## src/rtl/mem_port_ctrl_if.sv

```systemverilog
// Request/response handshake bundle between a client and mem_port_ctrl.
// master = client side, slave = controller side.
interface mem_port_ctrl_if #(
  parameter int WIDTH = 8,
  parameter int AW    = 6
);
  logic             req_valid;
  logic             req_ready;
  logic             req_we;
  logic [AW-1:0]    req_addr;
  logic [WIDTH-1:0] req_wdata;
  logic             rsp_valid;
  logic             rsp_ready;
  logic [WIDTH-1:0] rsp_data;

  modport master (
    output req_valid, req_we, req_addr, req_wdata, rsp_ready,
    input  req_ready, rsp_valid, rsp_data
  );

  modport slave (
    input  req_valid, req_we, req_addr, req_wdata, rsp_ready,
    output req_ready, rsp_valid, rsp_data
  );
endinterface

```

## src/rtl/mem_port_ctrl.sv

```systemverilog
// Single-port request front end for a 1-cycle-latency dual-address RAM with a 3-entry read response FIFO.
// Optional out-of-range address checking is enabled by defining MEM_ADDR_CHECK_EN.
module mem_port_ctrl #(
  parameter  int WIDTH = 8,
  parameter  int DEPTH = 64,
  localparam int AW    = $clog2(DEPTH)
) (
  input  logic             i_clk,
  input  logic             i_rst,
  mem_port_ctrl_if.slave   bus,
  output logic [WIDTH-1:0] o_mem_data,
  output logic [AW-1:0]    o_mem_wraddress,
  output logic             o_mem_wren,
  output logic [AW-1:0]    o_mem_rdaddress,
  output logic             o_mem_rden,
  input  logic [WIDTH-1:0] i_mem_q,
  output logic             o_addr_err
);

  logic [WIDTH-1:0] r_fifo [3];
  logic [1:0]       r_wr_ptr;
  logic [1:0]       r_rd_ptr;
  logic [1:0]       r_count;
  logic             r_inflight;
  logic             r_inflight_bad;

  logic             w_bad;
  logic             w_accept;
  logic             w_rd_acc;
  logic             w_push;
  logic             w_pop;
  logic [2:0]       w_occ;
  logic [WIDTH-1:0] w_push_data;

  function automatic logic [1:0] f_next(input logic [1:0] p);
    return (p == 2'd2) ? 2'd0 : p + 2'd1;
  endfunction

`ifdef MEM_ADDR_CHECK_EN
  localparam logic [AW:0] LP_DEPTH = (AW+1)'(DEPTH);
  logic r_addr_err;

  assign w_bad = ({1'b0, bus.req_addr} >= LP_DEPTH);

  always_ff @(posedge i_clk or posedge i_rst) begin
    if (i_rst)                  r_addr_err <= 1'b0;
    else if (w_accept && w_bad) r_addr_err <= 1'b1;
  end

  assign o_addr_err = r_addr_err;
`else
  assign w_bad      = 1'b0;
  assign o_addr_err = 1'b0;
`endif

  // Reads not yet popped (queued plus the one in the RAM pipe) bound the accept window.
  assign w_occ         = {1'b0, r_count} + {2'b00, r_inflight};
  assign bus.req_ready = !i_rst && (w_occ < 3'd3);
  assign w_accept      = bus.req_valid && bus.req_ready;
  assign w_rd_acc      = w_accept && !bus.req_we;

  assign o_mem_wren      = w_accept && bus.req_we && !w_bad;
  assign o_mem_wraddress = bus.req_addr;
  assign o_mem_data      = bus.req_wdata;
  assign o_mem_rden      = w_rd_acc && !w_bad;
  assign o_mem_rdaddress = bus.req_addr;

  assign bus.rsp_valid = (r_count != 2'd0);
  assign bus.rsp_data  = bus.rsp_valid ? r_fifo[r_rd_ptr] : '0;

  assign w_push      = r_inflight;
  assign w_pop       = bus.rsp_valid && bus.rsp_ready;
  assign w_push_data = r_inflight_bad ? '0 : i_mem_q;

  always_ff @(posedge i_clk or posedge i_rst) begin
    if (i_rst) begin
      r_wr_ptr       <= 2'd0;
      r_rd_ptr       <= 2'd0;
      r_count        <= 2'd0;
      r_inflight     <= 1'b0;
      r_inflight_bad <= 1'b0;
    end else begin
      r_inflight     <= w_rd_acc;
      r_inflight_bad <= w_rd_acc && w_bad;
      if (w_push) r_wr_ptr <= f_next(r_wr_ptr);
      if (w_pop)  r_rd_ptr <= f_next(r_rd_ptr);
      case ({w_push, w_pop})
        2'b10:   r_count <= r_count + 2'd1;
        2'b01:   r_count <= r_count - 2'd1;
        default: r_count <= r_count;
      endcase
    end
  end

  // Storage is not reset; rsp_data is masked by rsp_valid instead.
  always_ff @(posedge i_clk) begin
    if (w_push) r_fifo[r_wr_ptr] <= w_push_data;
  end

endmodule
```

## src/flat_wrapper.sv

```systemverilog
// flat-port wrapper written by rule: the top's interface ports become plain ports
module mem_port_ctrl_flat 
#(
  parameter  int WIDTH = 8,
  parameter  int DEPTH = 64,
  localparam int AW    = $clog2(DEPTH)
)
  (i_clk, i_rst, o_mem_data, o_mem_wraddress, o_mem_wren, o_mem_rdaddress, o_mem_rden, i_mem_q, o_addr_err, bus_req_valid, bus_req_we, bus_req_addr, bus_req_wdata, bus_rsp_ready, bus_req_ready, bus_rsp_valid, bus_rsp_data);
  mem_port_ctrl_if #(.WIDTH(WIDTH)) bus_i ();
  input  logic i_clk;
  input  logic i_rst;
  output logic [WIDTH-1:0] o_mem_data;
  output logic [AW-1:0] o_mem_wraddress;
  output logic o_mem_wren;
  output logic [AW-1:0] o_mem_rdaddress;
  output logic o_mem_rden;
  input  logic [WIDTH-1:0] i_mem_q;
  output logic o_addr_err;
  input wire logic [$bits(bus_i.req_valid)-1:0] bus_req_valid;
  input wire logic [$bits(bus_i.req_we)-1:0] bus_req_we;
  input wire logic [$bits(bus_i.req_addr)-1:0] bus_req_addr;
  input wire logic [$bits(bus_i.req_wdata)-1:0] bus_req_wdata;
  input wire logic [$bits(bus_i.rsp_ready)-1:0] bus_rsp_ready;
  output wire logic [$bits(bus_i.req_ready)-1:0] bus_req_ready;
  output wire logic [$bits(bus_i.rsp_valid)-1:0] bus_rsp_valid;
  output wire logic [$bits(bus_i.rsp_data)-1:0] bus_rsp_data;
  assign bus_i.req_valid = bus_req_valid;
  assign bus_i.req_we = bus_req_we;
  assign bus_i.req_addr = bus_req_addr;
  assign bus_i.req_wdata = bus_req_wdata;
  assign bus_i.rsp_ready = bus_rsp_ready;
  assign bus_req_ready = bus_i.req_ready;
  assign bus_rsp_valid = bus_i.rsp_valid;
  assign bus_rsp_data = bus_i.rsp_data;
  mem_port_ctrl #(.WIDTH(WIDTH), .DEPTH(DEPTH)) u_core (.i_clk(i_clk), .i_rst(i_rst), .bus(bus_i), .o_mem_data(o_mem_data), .o_mem_wraddress(o_mem_wraddress), .o_mem_wren(o_mem_wren), .o_mem_rdaddress(o_mem_rdaddress), .o_mem_rden(o_mem_rden), .i_mem_q(i_mem_q), .o_addr_err(o_addr_err));
endmodule
```

## config.mk

```make
export PLATFORM = sky130hd
export DESIGN_NAME = mem_port_ctrl_flat
export DESIGN_NICKNAME = d
export VERILOG_FILES = /design/src/rtl/mem_port_ctrl_if.sv /design/src/rtl/mem_port_ctrl.sv /design/src/flat_wrapper.sv
export SDC_FILE = /design/constraint.sdc
export NUM_CORES = 1
export LEC_CHECK = 0
export ABC_AREA = 1
export CAP_MARGIN = 30
export CORE_MARGIN = 2
export CORE_UTILIZATION = 43
export DETAILED_ROUTE_END_ITERATION = 8
export HOLD_SLACK_MARGIN = 0.05
export PLACE_DENSITY = 0.79
export SYNTH_ARGS = -nofsm -noshare
export SYNTH_HDL_FRONTEND = slang
export SYNTH_SLANG_ARGS = --single-unit
```

## constraint.sdc

```tcl
create_clock -name i_clk -period 1.8 [get_ports i_clk]
set_input_delay 0.54 -clock i_clk [delete_from_list [all_inputs] [get_ports i_clk]]
set_output_delay 0.54 -clock i_clk [all_outputs]
set_load 0.01 [all_outputs]
```

==> impl_metrics.py, run 1 <==
metrics = {
    "status": {
        "status": "finished, violations left",
        "violations": "setup timing",
    },
    "timing": {
        "rsz0062_at_grt": "yes",
        "skew_ps": 7.38,
        "setup_violations": 12,
        "finalWorstSetupSlack_ps": -318,
        "finalHoldViolations": 0,
        "holdWs_ps": 541,
        "post-route-period-util": 1.18,
        "slew_violations": 0,
        "period_needed_ps": 2120,
        "fmax_ghz": 0.472,
    },
    "synth": {
        "synth_cell_types": 22,
        "synth_cells": 148,
        "ys_seq_elements": 31,
        "avgSynthCellArea_um2": 10.2,
        "synth_area_um2": 1510,
        "yosys_warnings": 0,
        "synthesis.nets": 178,
        "synth_seq_area_share": 0.592,
    },
    "detailed_routing": {
        "top_layer_used": "met4",
        "viasPerCell": 4.85,
        "dr_wl_met3_um": 192,
        "drc": 0,
        "avgRoutedWirePerCell_um": 15.4,
        "drt_iter0_drc": 37,
        "wl_um": 3610,
        "met1_length_um": 1380,
        "ant_nets": 0,
        "drt_first_pass_iters": 4,
        "wl_met2_um": 1930,
        "vias": 1139,
    },
    "grt": {
        "grt_pass1_vias": 1220,
        "grt-ovfl-total": 0,
        "grt_max_degree": 11,
        "antenna_found_initial": 0,
        "grt_pass1_wl_um": 5190,
        "grt_usage": 0.172,
    },
    "layout": {
        "nNetsFinal": 218,
        "syn_to_final_growth_pct": 39.4,
        "layout_commonest_cell": "nand2_1",
        "multiInputGateArea_um2": 488,
        "instances_no_fill": 235,
        "fillers": 265,
        "fin_area_um2": 2110,
        "final_cell_mix": "nand2_1, edfxtp_1, inv_1, buf_6, buf_4",
        "regArea_um2": 898,
        "n_antenna_cell": 0,
        "drive_above_1_share": 0.460,
    },
    "placement": {
        "place_inst": 204,
        "gp_congestion": 0.720,
        "hpwl_um": 1870,
        "postPlaceCellArea_um2": 1710,
        "dp_slack_ps": -694,
        "portBuffers": 24,
    },
    "critical_path": {
        "crit_buf_inv": 3,
        "crit_arrival_ps": 1580,
        "required_ps": 1260,
        "crit_path_frequent_cell": "nand2_2",
        "crit_chain": "ha_2 > ha_4 > nand2_2 > nand2_2 > inv_2 > buf_4 > buf_6",
        "cpMaxStageDelayCell": "dfrtp_1",
        "startpoint_type": "flip-flop",
        "max_stage_delay_ps": 420,
        "critPathMaxFanout": 2,
        "crit_family": "adder cells",
        "cp-end-kind": "primary output",
        "worstSetupPathType": "flip-flop to primary output",
    },
    "job": {
        "maxCapViolations": 0,
    },
    "power_and_ir_drop": {
        "ir_drop_mv": 0.812,
        "p_leak_nw": 0.976,
        "power_mw": 3.23,
        "power.density_nw_per_um2": 1530,
    },
    "floorplanning": {
        "initial_core_util": 0.450,
        "rows": 21,
        "die-area_um2": 4010,
        "die_h_um": 63.3,
        "fp.dieW_um": 63.3,
        "ios": 60,
        "core_area_um2": 3360,
    },
    "min_path": {
        "worst_hold_path_type": "input pin to async pin",
    },
    "clock_tree": {
        "clock_path_buffers": 2,
        "hold_buffers": 0,
        "cts_buffers": 5,
        "htree_levels": 2,
        "path_clk_slew_ps": 100,
        "cts.sinks": 31,
        "cts_tree": "built",
        "cts-root-buf": "clkbuf_4",
        "clock_latency_ps": 330,
    },
}
-- layer usage --
metal	vias to the layer above	track usage
li1	536	-
met1	550	0.175
met2	34	0.299
met3	19	0.0339
met4	0	0.149
met5	-	0
-- worst paths after layout --
| check | start | slack [ps] | cells after the start | endpoint |
|---|---|---|---|---|
| min | i_rst | 540 | 2 | u_core.r_wr_ptr[1] |
| max reg2reg | u_core.r_count[0] | 70 | 12 | u_core.r_count[1] |
| min reg2reg | u_core.r_wr_ptr[0] | 590 | 2 | u_core.r_wr_ptr[1] |
| min in group i_clk | u_core.r_wr_ptr[0] | 590 | 2 | u_core.r_wr_ptr[1] |
| max | u_core.r_inflight | -320 | 7 | bus_req_ready |
| max in group asynchronous | i_rst | 1020 | 2 | u_core.r_rd_ptr[0] |
-- per-stage QoR --
step	util	TNS, ps
floorplan	-	-6.46
global placement	0.509	-2820
detailed placement	0.509	-3200
CTS	0.562	-2510
global route	0.628	-4020
finish	0.628	-3110
-- registers in the layout, summed over array words and instances, names as in the netlist --
register / cells
u_core.r_fifo: 24
u_core.r_count: 2
u_core.r_rd_ptr: 2
u_core.r_inflight: 1
u_core.r_wr_ptr: 2
-- timing repair --
action                     4_1_cts  5_1_grt
setup endpoints to repair       12       12
pin swaps                       11       12
gates resized for setup         65       37
buffers inserted                11        9
gates cloned                     2        2
-- final cells by class --
| class | instances | area share |
|---|---|---|
| Multi-Input combinational cell | 72 | 0.231 |
| Clock buffer | 6 | 0.0243 |
| Timing Repair inverter | 2 | 0.00711 |
| Tap cell | 46 | 0.0273 |
| Clock inverter | 2 | 0.0166 |
| Sequential cell | 31 | 0.426 |
| Timing Repair Buffer | 53 | 0.221 |
| Inverter | 23 | 0.0468 |
-- logic make-up after synthesis --
group	count (synthesis)	synth area share
adder cells (fa/ha/maj)	3	0.0248
buffers and inverters	46	0.183
flip-flops	31	0.592
XOR/XNOR	1	0.00579
AO/OA/AOI/OAI	3	0.00991
other	1	0.00248
AND/OR/NAND/NOR	63	0.183
-- where the power goes --
group          switching [mW]  internal (mW)  total, mW
Combinational           0.894          0.844       1.74
Clock                   0.232          0.328      0.560
Sequential             0.0621          0.875      0.937
-- worst reg2reg max path, delay by kind of cell, from the launching register on --
family | cells | cell delay, ps
simple gates | 5 | 420
buf+inv | 6 | 570
flops | 1 | 400
fa+ha+maj | 1 | 240
-- Yosys cell counts, drive strengths merged --
cell type / count / area, um2
nand3: 19 / 95.1
nor2: 5 / 28.8
nand4: 1 / 6.26
buf: 23 / 174
nand2: 37 / 141
edfxtp: 24 / 721
o21ai: 3 / 15.0
inv: 22 / 85.1
conb: 1 / 3.75
dfrtp: 7 / 175
nor3: 1 / 5.00
xnor2: 1 / 8.76
bufinv: 1 / 17.5
ha: 3 / 37.5
No activity file was read; power rests on OpenSTA's default activity.
==> run 2, diff against run 1 <==
Settings changed: HOLD_SLACK_MARGIN 0.05 to default, PLACE_DENSITY 0.79 to default, PLACE_DENSITY_LB_ADDON from default to 0.15.
==> impl_metrics.py, run 2 (synthesis gave the netlist of run 1 again) <==
metrics = {
    "status": {
        "status": "finished, violations left",
        "violations": "setup timing",
    },
    "critical_path": {
        "critPathMaxFanout": 2,
        "required_ps": 1260,
        "startpoint_type": "flip-flop",
        "crit_family": "adder cells",
        "crit_arrival_ps": 1560,
        "cpMaxStageDelayCell": "dfrtp_1",
        "crit_chain": "ha_2 > ha_4 > nand2_2 > nand2_2 > inv_2 > nand2_2 > nor2_2 > buf_2",
        "cp-end-kind": "primary output",
        "worstSetupPathType": "flip-flop to primary output",
        "crit_path_frequent_cell": "nand2_2",
        "crit_buf_inv": 2,
        "max_stage_delay_ps": 390,
    },
    "grt": {
        "grt_max_degree": 11,
        "antenna_found_initial": 0,
        "grt_pass1_wl_um": 5010,
        "grt_usage": 0.167,
        "grt-ovfl-total": 0,
        "grt_pass1_vias": 1088,
    },
    "layout": {
        "syn_to_final_growth_pct": 32.1,
        "largest_reg_flops": 24,
        "fin_area_um2": 2000,
        "regMostFlops": "u_core.r_fifo",
        "n_antenna_cell": 0,
        "layout_commonest_cell": "edfxtp_1",
        "nNetsFinal": 212,
        "drive_above_1_share": 0.459,
        "final_cell_mix": "edfxtp_1, nand2_1, inv_1",
    },
    "job": {
        "maxCapViolations": 0,
    },
    "power_and_ir_drop": {
        "ir_drop_mv": 0.637,
        "combPwrFrac": 0.524,
        "p_sw_frac": 0.381,
        "p_switching_mw": 1.08,
        "p_seq_frac": 0.340,
        "clkPwrFrac": 0.136,
        "power.density_nw_per_um2": 1420,
        "power_mw": 2.85,
        "p_leak_nw": 0.940,
        "p_int_mw": 1.76,
    },
    "placement": {
        "hpwl_um": 1910,
        "dp_slack_ps": -648,
        "postPlaceCellArea_um2": 1730,
        "gp_congestion": 0.699,
        "portBuffers": 24,
    },
    "timing": {
        "slew_violations": 0,
        "period_needed_ps": 2100,
        "skew_ps": 7.63,
        "finalHoldViolations": 0,
        "rsz0062_at_grt": "yes",
        "post-route-period-util": 1.17,
        "finalWorstSetupSlack_ps": -301,
        "fmax_ghz": 0.476,
        "setup_violations": 11,
    },
    "clock_tree": {
        "path_clk_slew_ps": 100,
        "hold_buffers": 0,
        "cts-root-buf": "clkbuf_4",
        "clock_latency_ps": 330,
        "htree_levels": 2,
        "cts_buffers": 5,
        "cts.sinks": 31,
        "clock_path_buffers": 2,
        "cts_tree": "built",
    },
    "floorplanning": {
        "die-area_um2": 4010,
        "ios": 60,
        "core_area_um2": 3360,
        "initial_core_util": 0.450,
        "die_h_um": 63.3,
        "rows": 21,
        "fp.dieW_um": 63.3,
    },
    "min_path": {
        "worst_hold_path_type": "input pin to async pin",
    },
    "detailed_routing": {
        "viasPerCell": 4.63,
        "drt_iter0_drc": 39,
        "avgRoutedWirePerCell_um": 13.3,
        "drt_first_pass_iters": 4,
        "wl_um": 3040,
        "vias": 1060,
        "ant_nets": 0,
        "drc": 0,
    },
}
## run 2: stage by stage
| step | util | hold slack, ps | cells | setup TNS (ps) |
|---|---|---|---|---|
| 2_1_floorplan | - | 343 | 148 | -6.46 |
| 3_3_place_gp | 0.513 | 531 | 206 | -3270 |
| 3_5_place_dp | 0.513 | 554 | 206 | -3290 |
| 4_1_cts | 0.563 | 463 | 227 | -2390 |
| 5_1_grt | 0.595 | 547 | 229 | -3500 |
| 6_report | 0.595 | 515 | 229 | -2450 |
## run 2: final cells by class
type | instances | area (um2)
Fill cell | 300 | 1360
Sequential cell | 31 | 898
Multi-Input combinational cell | 72 | 480
Clock buffer | 6 | 41.3
Clock inverter | 2 | 12.5
Tap cell | 46 | 57.6
Timing Repair Buffer | 49 | 412
Inverter | 23 | 98.8
## run 2: power groups by stage
| stage | clock (mW) | combinational, mW | sequential [mW] |
|---|---|---|---|
| 2_1_floorplan | 0 | 0.681 | 0.944 |
| 3_3_place_gp | 0 | 1.16 | 0.940 |
| 3_5_place_dp | 0 | 1.18 | 0.945 |
| 4_1_cts | 0.396 | 1.31 | 0.964 |
| 5_1_grt | 0.433 | 1.66 | 0.980 |
| 6_report | 0.386 | 1.49 | 0.968 |
## run 2: worst register-to-register path, stage by stage (launching register included)
cell and delay [ps]:
dfrtp_1 400, buf_4 150, nor2_4 130, inv_6 70, buf_4 130, nand2_2 60, inv_2 40, ha_1 310
inv_1 80, nand3_1 80, nand2_1 60, nand2_1 50
## run 2: final timing paths
check | start | cells past startpoint | to | slack (ps)
setup / recovery | u_core.r_inflight | 8 | o_mem_rden | -300
hold / removal | i_rst | 2 | u_core.r_inflight | 520
setup reg to reg | u_core.r_count[1] | 11 | u_core.r_count[1] | 130
hold reg to reg | u_core.r_wr_ptr[1] | 2 | u_core.r_wr_ptr[1] | 580
max in group asynchronous | i_rst | 2 | u_core.r_rd_ptr[0] | 1040
min in group i_clk | u_core.r_wr_ptr[1] | 2 | u_core.r_wr_ptr[1] | 580
## run 2: metal layers
metal,vias up,routed length [um],GRT usage
li1,527,-,-
met1,488,1230,0.198
met2,28,1520,0.274
met3,17,193,0.0482
met4,0,90,0.0897
met5,-,0,0
## run 2: repair_timing
item / CTS / global route
buffers inserted: 12 / 3
endpoints found under the setup margin: 12 / 12
hold endpoints to repair: 0 / 0
pin swaps: 10 / 8
gates cloned: 1 / 0
resized for setup: 70 / 27
==> run 3, diff against run 2 <==
Settings changed: CELL_PAD_IN_SITES_DETAIL_PLACEMENT from default to 0, CELL_PAD_IN_SITES_GLOBAL_PLACEMENT from default to 1, CORE_UTILIZATION 43 to 34.
Clock period 1.8 ns to 2.5 ns, I/O delays scaled along.
==> impl_metrics.py, run 3 (synthesis gave the netlist of run 1 again) <==
metrics = {
    "status": {
        "status": "completed",
    },
    "critical_path": {
        "worst-r2r-setup-slack_ps": 890,
        "cpMaxStageDelayCell": "dfrtp_1",
        "startpoint_type": "flip-flop",
        "critPathMaxFanout": 2,
        "required_ps": 1750,
        "max_stage_delay_ps": 380,
        "crit_chain": "ha_1 > ha_1 > nand2_1 > nand2_1 > inv_2 > nand2_2 > nor2_2 > buf_2",
        "worstSetupPathType": "flip-flop to primary output",
        "r2r_cells": 4,
        "crit_arrival_ps": 1590,
        "cp-end-kind": "primary output",
    },
    "floorplanning": {
        "fp.dieW_um": 70.7,
        "core_area_um2": 4320,
        "die-area_um2": 5000,
        "initial_core_util": 0.350,
        "rows": 24,
        "die_h_um": 70.7,
        "ios": 60,
    },
    "grt": {
        "grt_pass1_wl_um": 4750,
        "antenna_found_initial": 0,
        "grt_usage": 0.128,
        "grt_pass1_vias": 1020,
        "grt_max_degree": 11,
        "grt-ovfl-total": 0,
    },
    "timing": {
        "post-route-period-util": 0.936,
        "holdWs_ps": 441,
        "finalHoldViolations": 0,
        "slew_violations": 0,
        "rsz0062_at_grt": "no",
        "skew_ps": 5.74,
        "slew_headroom": 0.577,
        "finalSetupTns_ps": 0,
        "setup_violations": 0,
        "period_needed_ps": 2340,
        "max_slew.worst_pin.slew_ps": 629,
        "fmax_ghz": 0.427,
    },
    "job": {
        "maxCapViolations": 0,
    },
    "detailed_routing": {
        "avgRoutedWirePerCell_um": 12.9,
        "ant_nets": 0,
        "met1_length_um": 1130,
        "top_layer_used": "met4",
        "wl_um": 2870,
        "drt_first_pass_iters": 4,
        "dr_wl_met3_um": 232,
        "vias": 1014,
        "drc": 0,
        "drt_iter0_drc": 12,
        "wl_met2_um": 1370,
        "viasPerCell": 4.55,
    },
    "layout": {
        "regMostFlops": "u_core.r_fifo",
        "layout_commonest_cell": "nand2_1",
        "drive_above_1_share": 0.199,
        "n_antenna_cell": 0,
        "nNetsFinal": 200,
        "instances_no_fill": 223,
        "largest_reg_flops": 24,
        "final_cell_mix": "nand2_1, edfxtp_1, nand3_1",
        "syn_to_final_growth_pct": 21.8,
    },
    "clock_tree": {
        "clock_latency_ps": 280,
        "path_clk_slew_ps": 60,
        "htree_levels": 2,
        "cts_buffers": 5,
        "cts.sinks": 31,
        "cts_tree": "built",
        "clock_path_buffers": 2,
        "hold_buffers": 0,
        "cts-root-buf": "clkbuf_8",
    },
    "placement": {
        "portBuffers": 24,
        "hpwl_um": 1970,
        "gp_congestion": 0.660,
        "place_inst": 208,
    },
    "min_path": {
        "worst_hold_path_type": "input pin to async pin",
    },
    "power_and_ir_drop": {
        "clkPwrFrac": 0.206,
        "p_switching_mw": 0.647,
        "p_leak_nw": 0.891,
        "p_int_mw": 1.23,
        "power.density_nw_per_um2": 1020,
        "p_sw_frac": 0.344,
        "combPwrFrac": 0.426,
        "p_seq_frac": 0.368,
        "ir_drop_mv": 0.318,
    },
}
## run 3: cell types whose count changed in the layout (fill, tap and decap cells not counted), sizes merged
| cell | change |
|---|---|
| buf | -22 |
| bufinv | +1 |
| clkbuf | +1 |
| clkinvlp | -1 |
| dlygate4sd2 | +6 |
| dlymetal6s2s | +4 |
| inv | -1 |
## run 3: area by class of cell
class | count | area, um2
clock buffer | 7 | 86.3
clock inverter | 1 | 3.75
fill | 445 | 2480
inverter | 23 | 103
multi-input combinational | 72 | 358
sequential | 31 | 898
tap | 52 | 65.1
timing repair buffer | 37 | 330
## run 3: per-layer routing
layer,global-route usage,up-vias
met5,0,-
met4,0.0839,0
met2,0.218,31
li1,-,497
met3,0.0513,29
met1,0.129,457
## run 3: path summary, 6_finish.rpt
| path | startpoint | to |
|---|---|---|
| min in group i_clk | u_core.r_wr_ptr[1] | u_core.r_wr_ptr[1] |
| min reg2reg | u_core.r_wr_ptr[1] | u_core.r_wr_ptr[1] |
| max in group asynchronous | i_rst | u_core.r_rd_ptr[1] |
| max reg2reg | u_core.r_inflight | u_core.r_fifo[2][2] |
| max | u_core.r_inflight | o_mem_rden |
| min | i_rst | u_core.r_count[0] |
## run 3: timing repair
action | CTS | global route
gates resized for setup | 16 | 7
endpoints found under the setup margin | 11 | 5
pin swaps | 1 | 3
cloned | 1 | 0
setup buffers | 5 | 1
## run 3: worst max-delay path, delay by kind of cell (launching register included)
family,cells,cell delay (ps)
simple gates,4,280
flops,1,380
fa+ha+maj,2,450
buf+inv,2,200
## run 3: metrics by stage
step,utilization,setup slack [ps],power (mW),cell area [um2]
global placement,0.393,-344,1.48,1700
detailed placement,0.393,-370,1.49,1700
floorplan,-,457,1.17,1510
CTS,0.423,-11.3,1.92,1830
global route,0.427,22.1,2.04,1840
finish,0.427,159,1.88,1840
## run 3: power groups by stage
stage          clock (mW)  combinational [mW]  sequential (mW)
2_1_floorplan           0               0.488            0.680
3_3_place_gp            0               0.784            0.694
3_5_place_dp            0               0.792            0.696
4_1_cts             0.402               0.825            0.689
5_1_grt             0.425               0.911            0.700
6_report            0.387               0.801            0.692
